===== config.mk =====
export PLATFORM = sky130hd
export DESIGN_NAME = regb_fifo_lvl
export DESIGN_NICKNAME = d
export VERILOG_FILES = /design/src/rtl/regb_fifo_lvl.sv
export SDC_FILE = /design/constraint.sdc
export NUM_CORES = 1
export LEC_CHECK = 0
export CAP_MARGIN = 0
export CORE_ASPECT_RATIO = 1.5
export CORE_MARGIN = 3
export CORE_UTILIZATION = 60
export CTS_CLUSTER_SIZE = 40
export DETAILED_ROUTE_END_ITERATION = 6
export PLACE_DENSITY = 0.86
export SETUP_SLACK_MARGIN = 0.2
export SLEW_MARGIN = 5
export SYNTH_ARGS = -nofsm -noshare
export SYNTH_HDL_FRONTEND = slang
export SYNTH_SLANG_ARGS = --single-unit
export TNS_END_PERCENT = 1

===== constraint.sdc =====
create_clock -name clk -period 8.1 [get_ports clk]
set_input_delay 1.62 -clock clk [delete_from_list [all_inputs] [get_ports clk]]
set_output_delay 1.62 -clock clk [all_outputs]
set_load 0.005 [all_outputs]

===== src/rtl/regb_fifo_lvl.sv =====
// Register-based FIFO with fill level, almost-full/almost-empty thresholds,
// sticky overflow/underflow flags and full-and-read pass-through.
module regb_fifo_lvl #(
  parameter int N      = 8,
  parameter int WIDTH  = 8,
  parameter int AF_LVL = 6,
  parameter int AE_LVL = 1,
  parameter int LW     = $clog2(N + 1)
) (
  input  logic             clk,
  input  logic             res_n,
  input  logic [WIDTH-1:0] wdata,
  input  logic             shift_in,
  input  logic             shift_out,
  input  logic             clear_err,
  output logic [WIDTH-1:0] rdata,
  output logic             empty,
  output logic             full,
  output logic             almost_empty,
  output logic             almost_full,
  output logic [LW-1:0]    level,
  output logic             overflow,
  output logic             underflow
);

  localparam logic [LW-1:0]    LVL_ZERO = {LW{1'b0}};
  localparam logic [LW-1:0]    LVL_ONE  = LW'(1);
  localparam logic [LW-1:0]    LVL_N    = LW'(N);
  localparam logic [LW-1:0]    LVL_AF   = LW'(AF_LVL);
  localparam logic [LW-1:0]    LVL_AE   = LW'(AE_LVL);
  localparam logic [WIDTH-1:0] DATA_ZERO = {WIDTH{1'b0}};

  logic [WIDTH-1:0] mem_r     [N];
  logic [WIDTH-1:0] shifted_s [N];
  logic [WIDTH-1:0] mem_nxt_s [N];
  logic [LW-1:0]    level_r;
  logic [LW-1:0]    level_nxt_s;
  logic [LW-1:0]    wr_idx_s;
  logic             push_ok_s;
  logic             pop_ok_s;
  logic             ovf_evt_s;
  logic             unf_evt_s;
  logic             empty_r;
  logic             full_r;
  logic             almost_empty_r;
  logic             almost_full_r;
  logic             overflow_r;
  logic             underflow_r;

  // Accepted operations, rejected-request events and next fill level.
  always_comb begin
    push_ok_s = shift_in & ((level_r != LVL_N) | shift_out);
    pop_ok_s  = shift_out & (level_r != LVL_ZERO);
    ovf_evt_s = shift_in & ~shift_out & (level_r == LVL_N);
    unf_evt_s = shift_out & (level_r == LVL_ZERO);
    case ({push_ok_s, pop_ok_s})
      2'b10:   level_nxt_s = level_r + LVL_ONE;
      2'b01:   level_nxt_s = level_r - LVL_ONE;
      default: level_nxt_s = level_r;
    endcase
    // On a simultaneous pop the write lands one slot lower, after the shift.
    if (pop_ok_s) begin
      wr_idx_s = level_r - LVL_ONE;
    end else begin
      wr_idx_s = level_r;
    end
  end

  // Next storage contents: optional shift toward the head, then the write.
  always_comb begin
    for (int i = 0; i < N - 1; i++) begin
      shifted_s[i] = pop_ok_s ? mem_r[i+1] : mem_r[i];
    end
    shifted_s[N-1] = mem_r[N-1];
    for (int i = 0; i < N; i++) begin
      if (push_ok_s && (LW'(i) == wr_idx_s)) begin
        mem_nxt_s[i] = wdata;
      end else begin
        mem_nxt_s[i] = shifted_s[i];
      end
    end
  end

  // Storage, level, registered status flags and sticky error flags.
  always_ff @(posedge clk or negedge res_n) begin
    if (!res_n) begin
      for (int i = 0; i < N; i++) begin
        mem_r[i] <= DATA_ZERO;
      end
      level_r        <= LVL_ZERO;
      empty_r        <= 1'b1;
      full_r         <= 1'b0;
      almost_empty_r <= 1'b1;
      almost_full_r  <= 1'b0;
      overflow_r     <= 1'b0;
      underflow_r    <= 1'b0;
    end else begin
      for (int i = 0; i < N; i++) begin
        mem_r[i] <= mem_nxt_s[i];
      end
      level_r        <= level_nxt_s;
      empty_r        <= (level_nxt_s == LVL_ZERO);
      full_r         <= (level_nxt_s == LVL_N);
      almost_empty_r <= (level_nxt_s <= LVL_AE);
      almost_full_r  <= (level_nxt_s >= LVL_AF);
      // A new error in the clearing cycle keeps the flag set.
      overflow_r     <= ovf_evt_s | (overflow_r & ~clear_err);
      underflow_r    <= unf_evt_s | (underflow_r & ~clear_err);
    end
  end

  assign rdata        = mem_r[0];
  assign level        = level_r;
  assign empty        = empty_r;
  assign full         = full_r;
  assign almost_empty = almost_empty_r;
  assign almost_full  = almost_full_r;
  assign overflow     = overflow_r;
  assign underflow    = underflow_r;

endmodule


* Word-level counts from Yosys, hierarchy flattened
Cells that the tools add are included.
Cells by class: multiplexer cells 16, reduce and logical (&&, ||, !) cells 19, equal/unequal tests 12, order comparisons 2, bitwise gates (word level) 12, add/sub/neg operators 2
Operators by type and width (count):
- 8-bit two-way mux | 14
- 3-bit by 4-bit == test with 1-bit output (first input constant) | 4
- 2-bit nonzero test | 7
- 4-bit logical NOT | 3
- 2-bit by 4-bit == test with 1-bit output (first input constant) | 2
- 4-bit == test (second input constant) | 2
- 1-bit logical AND | 8
- 4-bit one-hot mux with 2 select lines | 1
- 1-bit AND | 7
- 4-bit by 1-bit adder with 4-bit output (second input constant) | 1
- 1-bit by 4-bit == test with 1-bit output (first input constant) | 1
- 4-bit by 3-bit >= comparator with 1-bit output (second input constant) | 1
- 4-bit by 1-bit <= comparator with 1-bit output (second input constant) | 1
- 4-bit two-way mux | 1
- 4-bit inequality test (second input constant) | 1
- 4-bit nonzero test | 1
- 4-bit by 1-bit subtractor with 4-bit output (second input constant) | 1
- 1-bit bitwise OR | 3
- 2-bit by 1-bit == test with 1-bit output (second input constant) | 1
- 2-bit == test (second input constant) | 1
- 1-bit inverter | 2
Storage, ports and cells: output and inout bits 18, register bits after elaboration 74

* Depth between registers and ports, before layout
Gate-level depths: netlist of the first run.
word-level depth 6, mapped depth 13, gate-level depth less buffers 10

* Worst setup path before layout of the first run
No wires, ideal clock.
path type in2reg, start point in shift_out, end point reg full_r (netlist: full), data arrival time 3.656 ns, cell stages on the path 7, library setup time 0.073 ns, setup slack 4.372 ns, cells stage by stage buf_6 o21ai_2 ha_1 or4b_2 a211o_1 o21ai_1 nor2b_1
On the way: cells in the longest elaborated chain, start to end 5
Ends and longest elaborated chain:
- start, declared | RTL line 14 | input logic shift_out,
- 1-bit bitwise OR | RTL line 52 | push_ok_s = shift_in & ((level_r != LVL_N) | shift_out);
- 1-bit AND | RTL line 52
- 2-bit by 1-bit == test with 1-bit output or 2-bit == test (tied branches) | RTL line 56 | case ({push_ok_s, pop_ok_s})
- 4-bit one-hot mux with 2 select lines (*) | RTL line 56
- net level_nxt_s[3] | RTL line 37 | logic [LW-1:0] level_nxt_s;
- 4-bit == test (*) | RTL line 103 | full_r <= (level_nxt_s == LVL_N);
- end signal, assigned | RTL line 103
- end, declared | RTL line 44 | logic full_r;
Mark *: on every way through the listed nets, which the timed path passes. The rest lies on a longest branch. A chain may end at the register's enable or synchronous reset.

* Worst setup path in the final report of the first run
Ends and elaborated chain as after synthesis.

==> results_dict.tcl, run 1 <==
set metrics [dict create \
    grt_pass1_wl_microns 11770 \
    area_growth_pct 12.97 \
    track_usage_pct 20.12 \
    dp_cells 372 \
    crit_arrival_ns 4.50 \
    antenna_found_initial 0 \
    wl_microns 6976 \
    first_global_vias 2410 \
    critical_path.endpoint_type "flip-flop" \
    first_pass_iters 4 \
    start_kind "primary input" \
    async_reset_ff_share_pct 100.0 \
    syn_nets 304 \
    insertion_delay_ns 0.34 \
    finalHoldViolCount 0 \
    synth.most_common_cell "mux2_2" \
    period_share_pct 52.19 \
    slowest_stage "clkdlybuf4s50_1" \
    die-area_sq_mm 0.007606 \
    yosys.area.top_type_share_pct 45.66 \
    layout-drive-gt1-share_pct 50.00 \
    antenna_left 0 \
    holdBufCountCts 0 \
    postSynthCellCount 287 \
    cts-root-buf "clkbuf_8" \
    powerDensity_mw_per_mm2 391.0 \
    clk_pin_slew_ns 0.08 \
    setup_slack_ns 3.873 \
    port_buffers 30 \
    die_x_microns 72.22 \
    hold_depth 1 \
    synth_top_cell_by_area "dfrtp_1" \
    place_congestion 0.8694 \
    slew_viol_final 0 \
    grt_max_degree 75 \
    cap_violations 0 \
    postCtsSetupRepairBufs 0 \
    clockBufferDepth 2 \
    p_leak_nw 1.967 \
    timing.rr.end "full" \
    ir_drop_v 0.0002585 \
    cts_repair_resize_count 0 \
    path_cells "clkdlybuf4s50_1 > nand2_2 > buf_4 > inv_1 > ha_1 > or4b_2 > a211o_1 > o21ai_1 > nor2b_1" \
    path_buf_inv 3 \
    cts_tree "built" \
    ys_top_cells_by_count "120 x mux2_2, 72 x dfrtp_1, 8 x buf_4" \
    instances_no_fill 388 \
    slew-limit-headroom_pct 39.16 \
    htreeDepth 3 \
    slowest_delay_ns 0.72 \
    antenna_cells 0 \
    num_vias 2306 \
    utilization_pct 71.19 \
    numCtsBuffers 9 \
    placed_area_sq_mm 0.004220 \
    yosys-top-cells-area "dfrtp_1 46%, mux2_2 34%, a211oi_4 2.0%, buf_4 1.5%, a2111oi_4 1.4%" \
    worst_pin_slew_ns 0.9126 \
    rows 35 \
    design_area_sq_mm 0.004458 \
    crit_type "primary input to flip-flop" \
    io_pins 31 \
    worst-r2r-setup-slack_ns 4.19 \
    rsz0062_at_grt "no" \
    clock.fmax_mhz 236.5 \
    yosys_warnings 0 \
    routed_via_density 5.943 \
    dp_hpwl_microns 4584 \
    reg2reg_depth 11 \
    synth_area_sq_mm 0.003946 \
    synthFlopType "dfrtp_1" \
    finClkSkew_ns 0.007789 \
    final_nets 326 \
    status "finished, final reports clean" \
    min_period_ns 4.227 \
    first_iter_violations 99 \
    min_path_type "flip-flop to flip-flop" \
    fill_cells 423 \
    drc 0 \
    finalSetupViolCount 0 \
    clock_sinks 74 \
    die_h_microns 105.3 \
    wire_per_inst_microns 17.98 \
    crit_fanout 58 \
    initial_utilization_pct 63.02 \
    overflow 0 \
    synth-seq-cells 74 \
    r2r-start "level[0]" \
    synth-edff-count 0 \
    seq_area_frac_synth_pct 46.99 \
    syn_avg_cell_area_sq_um 13.75 \
    hold_ws_ns 0.5074 \
    setup_tns_ns 0 \
    power_mw 1.743 \
    fp.coreArea_sq_mm 0.006262 \
    post-place-ws_ns 3.575 \
    holdPathEnd "mem_r[0]" \
    cp.required_ns 8.38 \
    critical_path.top_delay_family "buffers and inverters" \
    holdCritStartpoint "mem_r[0]" \
    synth_cell_types 44 \
]
metal layers:
metal  routed length, microns  GRT usage [%]
met1                     2930          24.68
met2                     3681          34.03
met3                      280          4.866
met4                       82          6.855
met5                        0              0
worst reg2reg max path: stages, from the launching register on:
cell and delay (ns):
dfrtp_1 0.55, inv_1 0.20, ha_1 0.38, or3b_2 0.54
nand2_2 0.09, buf_4 0.57, inv_1 0.15, ha_1 0.29
nor2b_1 0.16, o31ai_1 0.28, or4bb_1 0.53, nor2b_1 0.12
sequential cells by signal, summed over array words and instances, names as in the netlist:
name          cells
mem_r            56
underflow         1
empty             1
almost_full       1
overflow          1
level             4
rdata             8
almost_empty      1
full              1
final cells by class:
class / count / area (sq um) / share of cell area [%]
Multi-Input combinational cell: 184 / 1928 / 43.25
Sequential cell: 74 / 1854 / 41.59
Timing Repair Buffer: 32 / 310.3 / 6.960
Clock buffer: 12 / 165.2 / 3.705
Tap cell: 74 / 92.59 / 2.077
Clock inverter: 4 / 72.57 / 1.628
Inverter: 8 / 35.03 / 0.7859
worst max path at each step:
stage,slack (ns),to,cells after the start,from
after floorplan,4.37,full,7,shift_out
after global placement,3.67,full,7,shift_out
after detailed placement,3.58,full,7,shift_out
after CTS,3.93,full,9,shift_out
after global routing,3.72,full,9,shift_out
final,3.87,full,9,shift_out
power by group:
part	switching [mW]	internal [mW]
Sequential	0.0984	0.540
Clock	0.130	0.198
Combinational	0.308	0.468
cells by family after synthesis:
group	Yosys count	share of synthesized area [%]
adder cells (fa/ha/maj)	4	1.268
AND/OR/NAND/NOR	31	5.295
flip-flops	74	46.99
buffers and inverters	29	4.217
multiplexers	121	34.50
AO/OA/AOI/OAI	28	7.736
cell usage in the layout, fill, tap and decap left out, drive strengths merged, types with 5 or more instances in the layout:
cell	Yosys	layout
mux2	120	120
dfrtp	72	72
a211oi	5	5
inv	8	8
clkdlybuf4s50	0	29
o21ai	7	7
nand2	6	6
clkbuf	5	12
(Power assumes the default switching activity.)
==> run 2, diff against run 1 <==
- CORE_UTILIZATION: 60 -> 53
- PLACE_DENSITY: 0.86 -> 0.8
- clock period: 8.1 -> 3.6 ns (I/O delays scaled with it)
==> run 2 against run 1 <==
  * Worst hold slack worse by 0.018 ns
  * Register-to-register slack lost 3.6 ns
  * Clock power up 130%
  * Clock skew increased by 0.0034 ns
  * Non-clock buffer count up 4
  * Sequential share of layout area shrank 0.55 points
  * Cell count rose by 7.0%
  * Critical path depth rose by 1
  * Die area rose by 12%
  * Combinational power is 130% higher
  * Highest routed layer unchanged
  * Count of clock-buffer cells in the layout is 1 lower
==> results_dict.tcl, run 2 (synthesis results as in run 1) <==
set metrics [dict create \
    worst_pin_slew_ns 0.9126 \
    power_mw 3.939 \
    cts-root-buf "clkbuf_8" \
    clockBufferDepth 2 \
    largest_reg_flops 56 \
    period_share_pct 84.04 \
    die_h_microns 111.7 \
    status "finished, final reports clean" \
    cts_tree "built" \
    worst-r2r-setup-slack_ns 0.57 \
    postCtsSetupRepairBufs 0 \
    first_pass_iters 5 \
    finClkSkew_ns 0.01121 \
    initial_utilization_pct 56.08 \
    top_register "mem_r" \
    finalHoldViolCount 0 \
    area_growth_pct 14.49 \
    start_kind "flip-flop" \
    finalSetupViolCount 0 \
    crit_arrival_ns 3.30 \
    dp_hpwl_microns 4619 \
    cts_repair_resize_count 0 \
    overflow 0 \
    endpoint "full" \
    antenna_left 0 \
    use_met3_pct 3.722 \
    fill_cells 541 \
    first_iter_violations 93 \
    slew-limit-headroom_pct 39.16 \
    powerDensity_mw_per_mm2 871.9 \
    crit_type "flip-flop to flip-flop" \
    top_usage_layer "met2" \
    die-area_sq_mm 0.008538 \
    dp_cells 399 \
    clock.fmax_mhz 330.5 \
    io_pins 31 \
    numCtsBuffers 9 \
    clk_pin_slew_ns 0.08 \
    timing.rr.end "full" \
    num_vias 2322 \
    p_leak_nw 1.986 \
    placed_area_sq_mm 0.004282 \
    fp.coreArea_sq_mm 0.007037 \
    final_nets 330 \
    grt_util_met1_pct 19.95 \
    rows 37 \
    slew_viol_final 0 \
    antenna_cells 0 \
    final_common_cell "mux2_2" \
    r2r-start "level[0]" \
    port_buffers 30 \
    die_x_microns 76.46 \
    antenna_found_initial 0 \
    drc 0 \
    reg2reg_depth 10 \
    critical_path.endpoint_type "flip-flop" \
    setup_tns_ns 0 \
    instances_no_fill 415 \
    cp-startpoint "level[0]" \
    cap_violations 0 \
    design_area_sq_mm 0.004518 \
    holdBufCountCts 0 \
    grtUsageMet2_pct 32.88 \
    cp.required_ns 3.88 \
    wl_microns 7059 \
    crit_fanout 9 \
    insertion_delay_ns 0.35 \
    first_global_vias 2482 \
    ir_drop_v 0.0005181 \
    place_congestion 0.9233 \
    track_usage_pct 17.83 \
    routed_via_density 5.595 \
    layout_common_cells "120 x mux2_2, 72 x dfrtp_1, 29 x clkdlybuf4s50_1, 11 x clkbuf_8" \
    layout-drive-gt1-share_pct 50.63 \
    wire_per_inst_microns 17.01 \
    htreeDepth 3 \
    clock_sinks 74 \
    min_period_ns 3.025 \
    grt_pass1_wl_microns 12040 \
    rsz0062_at_grt "no" \
    grt_max_degree 75 \
    min_path_type "primary input to asynchronous set/reset pin" \
]
==> run 2: changes by cell type in the layout (fill, tap and decap cells not counted) <==
cell,change
clkbuf_8,-1
inv_6,+1
buf_2,-1
buf_4,+5
clkinv_2,-1
clkinv_4,+1
==> run 2: report_power, final <==
group          total (mW)  internal [mW]  switching [mW]
clock               0.743          0.432           0.311
sequential           1.41           1.22           0.198
combinational        1.78           1.07           0.713
==> run 2: worst min path at each step <==
stage | depth (start not counted) | end | from | slack, ns
3_5_place_dp | 1 | mem_r[2] | mem_r[2] | 0.50
2_1_floorplan | 0 | almost_full | res_n | 0.42
5_1_grt | 1 | mem_r[1] | mem_r[1] | 0.53
3_3_place_gp | 1 | mem_r[1] | mem_r[1] | 0.49
4_1_cts | 1 | mem_r[2] | mem_r[2] | 0.51
6_report | 1 | overflow | res_n | 0.49
==> run 2: metrics by stage <==
step | utilization, % | hold slack [ns] | setup slack (ns)
2_1_floorplan | - | 0.4244 | 0.3644
3_3_place_gp | 60.85 | 0.4863 | 0.3510
3_5_place_dp | 60.85 | 0.4963 | 0.3254
4_1_cts | 64.21 | 0.5148 | 0.5969
5_1_grt | 64.21 | 0.5308 | 0.3519
6_report | 64.21 | 0.4893 | 0.5747
==> run 2: area by class of cell <==
cell class | count | area (sq um) | share of cell area [%]
Clock buffer | 11 | 151.4 | 3.351
Clock inverter | 5 | 85.08 | 1.883
Inverter | 8 | 35.03 | 0.7754
Multi-Input combinational cell | 184 | 1928 | 42.68
Sequential cell | 74 | 1854 | 41.04
Tap cell | 97 | 121.4 | 2.686
Timing Repair Buffer | 36 | 342.8 | 7.588
==> run 2: metal layers <==
metal,routed length (microns),share of wire [%]
met3,230,3.3
met4,87,1.2
met1,2860,41
met2,3881,55
met5,0,0
==> run 2: critical path: stages, from the launching register on <==
cell	delay, ns
dfrtp_1	0.38
inv_1	0.14
ha_1	0.38
or3b_2	0.54
nand2_2	0.12
inv_1	0.06
ha_1	0.24
nor2b_1	0.16
o31ai_1	0.28
or4bb_1	0.54
nor2b_1	0.12
==> run 3, diff against run 2 <==
- CORE_UTILIZATION: 53 -> 58
- PLACE_DENSITY: 0.8 -> 0.83
- clock period: 3.6 -> 2.79 ns (I/O delays scaled with it)
==> run 3 against run 2 <==
  * Count of clock-buffer cells in the layout up 4
  * Core utilization rose by 8.8 points
  * Register-to-register slack got worse by 0.26 ns
  * Design area rose by 5.5%
  * Clock power up 8.9%
  * Setup slack worse by 0.29 ns
  * Critical path type is now primary input to flip-flop
  * Largest cell class unchanged
  * Highest routed layer unchanged
==> results_dict.tcl, run 3 (synthesis results as in run 1) <==
set metrics [dict create \
    status "finished, final reports clean" \
    track_usage_pct 20.95 \
    p_leak_nw 2.110 \
    grt_pass1_wl_microns 12480 \
    final_nets 351 \
    cap_violations 0 \
    slew-limit-headroom_pct 46.37 \
    wire_per_inst_microns 17.87 \
    clock_sinks 74 \
    clk_pin_slew_ns 0.07 \
    wl_microns 7415 \
    antenna_found_initial 0 \
    clock.fmax_mhz 398.7 \
    period_share_pct 89.89 \
    die_x_microns 73.35 \
    area_growth_pct 20.77 \
    seqCellArea_sq_mm 0.001854 \
    routed_via_density 5.781 \
    finalHoldViolCount 0 \
    rsz0062_at_grt "yes" \
    start_kind "primary input" \
    port_buffers 30 \
    cts-root-buf "clkbuf_8" \
    crit_fanout 8 \
    first_global_vias 2557 \
    final_common_cell "mux2_2" \
    grt_max_degree 75 \
    powerDensity_mw_per_mm2 1105 \
    utilization_pct 72.97 \
    htreeDepth 3 \
    cts_tree "built" \
    drc 0 \
    cp.required_ns 3.01 \
    largest_reg_flops 56 \
    finalSetupViolCount 0 \
    place_congestion 0.8153 \
    num_vias 2399 \
    die_h_microns 107.0 \
    layout_common_cells "120 x mux2_2, 72 x dfrtp_1, 29 x clkdlybuf4s50_1, 20 x buf_4, 14 x clkbuf_8" \
    ir_drop_v 0.0004914 \
    antenna_cells 0 \
    clockBufferDepth 2 \
    hold_ws_ns 0.2351 \
    fp.coreArea_sq_mm 0.006531 \
    critical_path.endpoint_type "flip-flop" \
    multi_input_comb_area_sq_mm 0.001989 \
    fill_cells 437 \
    crit_type "primary input to flip-flop" \
    io_pins 31 \
    overflow 0 \
    crit_arrival_ns 2.73 \
    antenna_left 0 \
    min_period_ns 2.508 \
    power_mw 5.265 \
    slew_viol_final 0 \
    worst_pin_slew_ns 0.8044 \
    top_register "mem_r" \
    numCtsBuffers 9 \
    insertion_delay_ns 0.34 \
    layout-drive-gt1-share_pct 56.34 \
    dp_hpwl_microns 4978 \
    first_iter_violations 112 \
    min_path_type "primary input to asynchronous set/reset pin" \
    first_pass_iters 4 \
    initial_utilization_pct 60.42 \
    finClkSkew_ns 0.009411 \
    die-area_sq_mm 0.007850 \
    rows 36 \
]
==> run 3: cell count changes in the layout (fill, tap and decap cells not counted), moves of 2 or more <==
cell / change
buf_12: +7
buf_4: +13
bufinv_16: -2
clkbuf_8: +3
ha_1: -3
ha_4: +2
inv_1: -3
inv_4: +2
==> run 3: timing repair <==
action	4_1_cts	5_1_grt
hold buffers	0	0
setup endpoints to repair	2	10
resized for setup	3	2
gates cloned	0	0
setup buffers	0	5
pin swaps	0	7
==> run 3: critical path, cell delays in order <==
cell             delay [ns]
clkdlybuf4s50_1        0.47
buf_4                  0.16
inv_6                  0.05
or4_4                  0.55
a2111o_1               0.60
mux2_2                 0.33
==> run 3: worst paths after layout <==
kind | from | end | slack [ns] | depth (start not counted)
min | res_n | rdata[2] | 0.24 | 2
max reg2reg | level[1] | full | 0.31 | 10
min in group clk | mem_r[3] | mem_r[3] | 0.51 | 1
max | shift_out | mem_r[33] | 0.28 | 6
max in group asynchronous | res_n | empty | 2.20 | 2
min reg2reg | mem_r[3] | mem_r[3] | 0.51 | 1
==> run 3: final cells by class <==
type	instances	share of cell area [%]
Inverter	8	0.8401
Tap cell	76	1.995
Timing Repair Buffer	57	12.29
Multi-Input combinational cell	184	41.74
Clock buffer	15	4.122
Clock inverter	1	0.1050
Sequential cell	74	38.91
==> run 3: stage by stage <==
stage	instance area, sq um	worst slack [ns]	instances	setup TNS [ns]
6_report	4766	0.2821	415	0
5_1_grt	4766	0.2028	415	0
4_1_cts	4722	0.2329	410	0
3_5_place_dp	4511	-0.05311	394	-0.3676
3_3_place_gp	4511	-0.02608	394	-0.1993
2_1_floorplan	4019	0.1283	287	0
==> run 3: power breakdown <==
| group | internal (mW) | leakage [nW] | switching [mW] |
|---|---|---|---|
| Sequential | 1.57 | 0.955 | 0.251 |
| Combinational | 1.61 | 1.05 | 1.02 |
| Clock | 0.444 | 0.106 | 0.365 |
| Total | 3.63 | 2.11 | 1.64 |
==> run 3: layer usage <==
| metal | share of wire, % | wire length (microns) | global-route usage (%) | vias to the layer above |
|---|---|---|---|---|
| met1 | 42 | 3117 | 25.95 | 1185 |
| met4 | 3.5 | 257 | 10.62 | 0 |
| met3 | 3.2 | 234 | 5.253 | 20 |
| li1 | - | - | - | 1147 |
| met5 | 0 | 0 | 0 | - |
| met2 | 51 | 3806 | 33.42 | 47 |
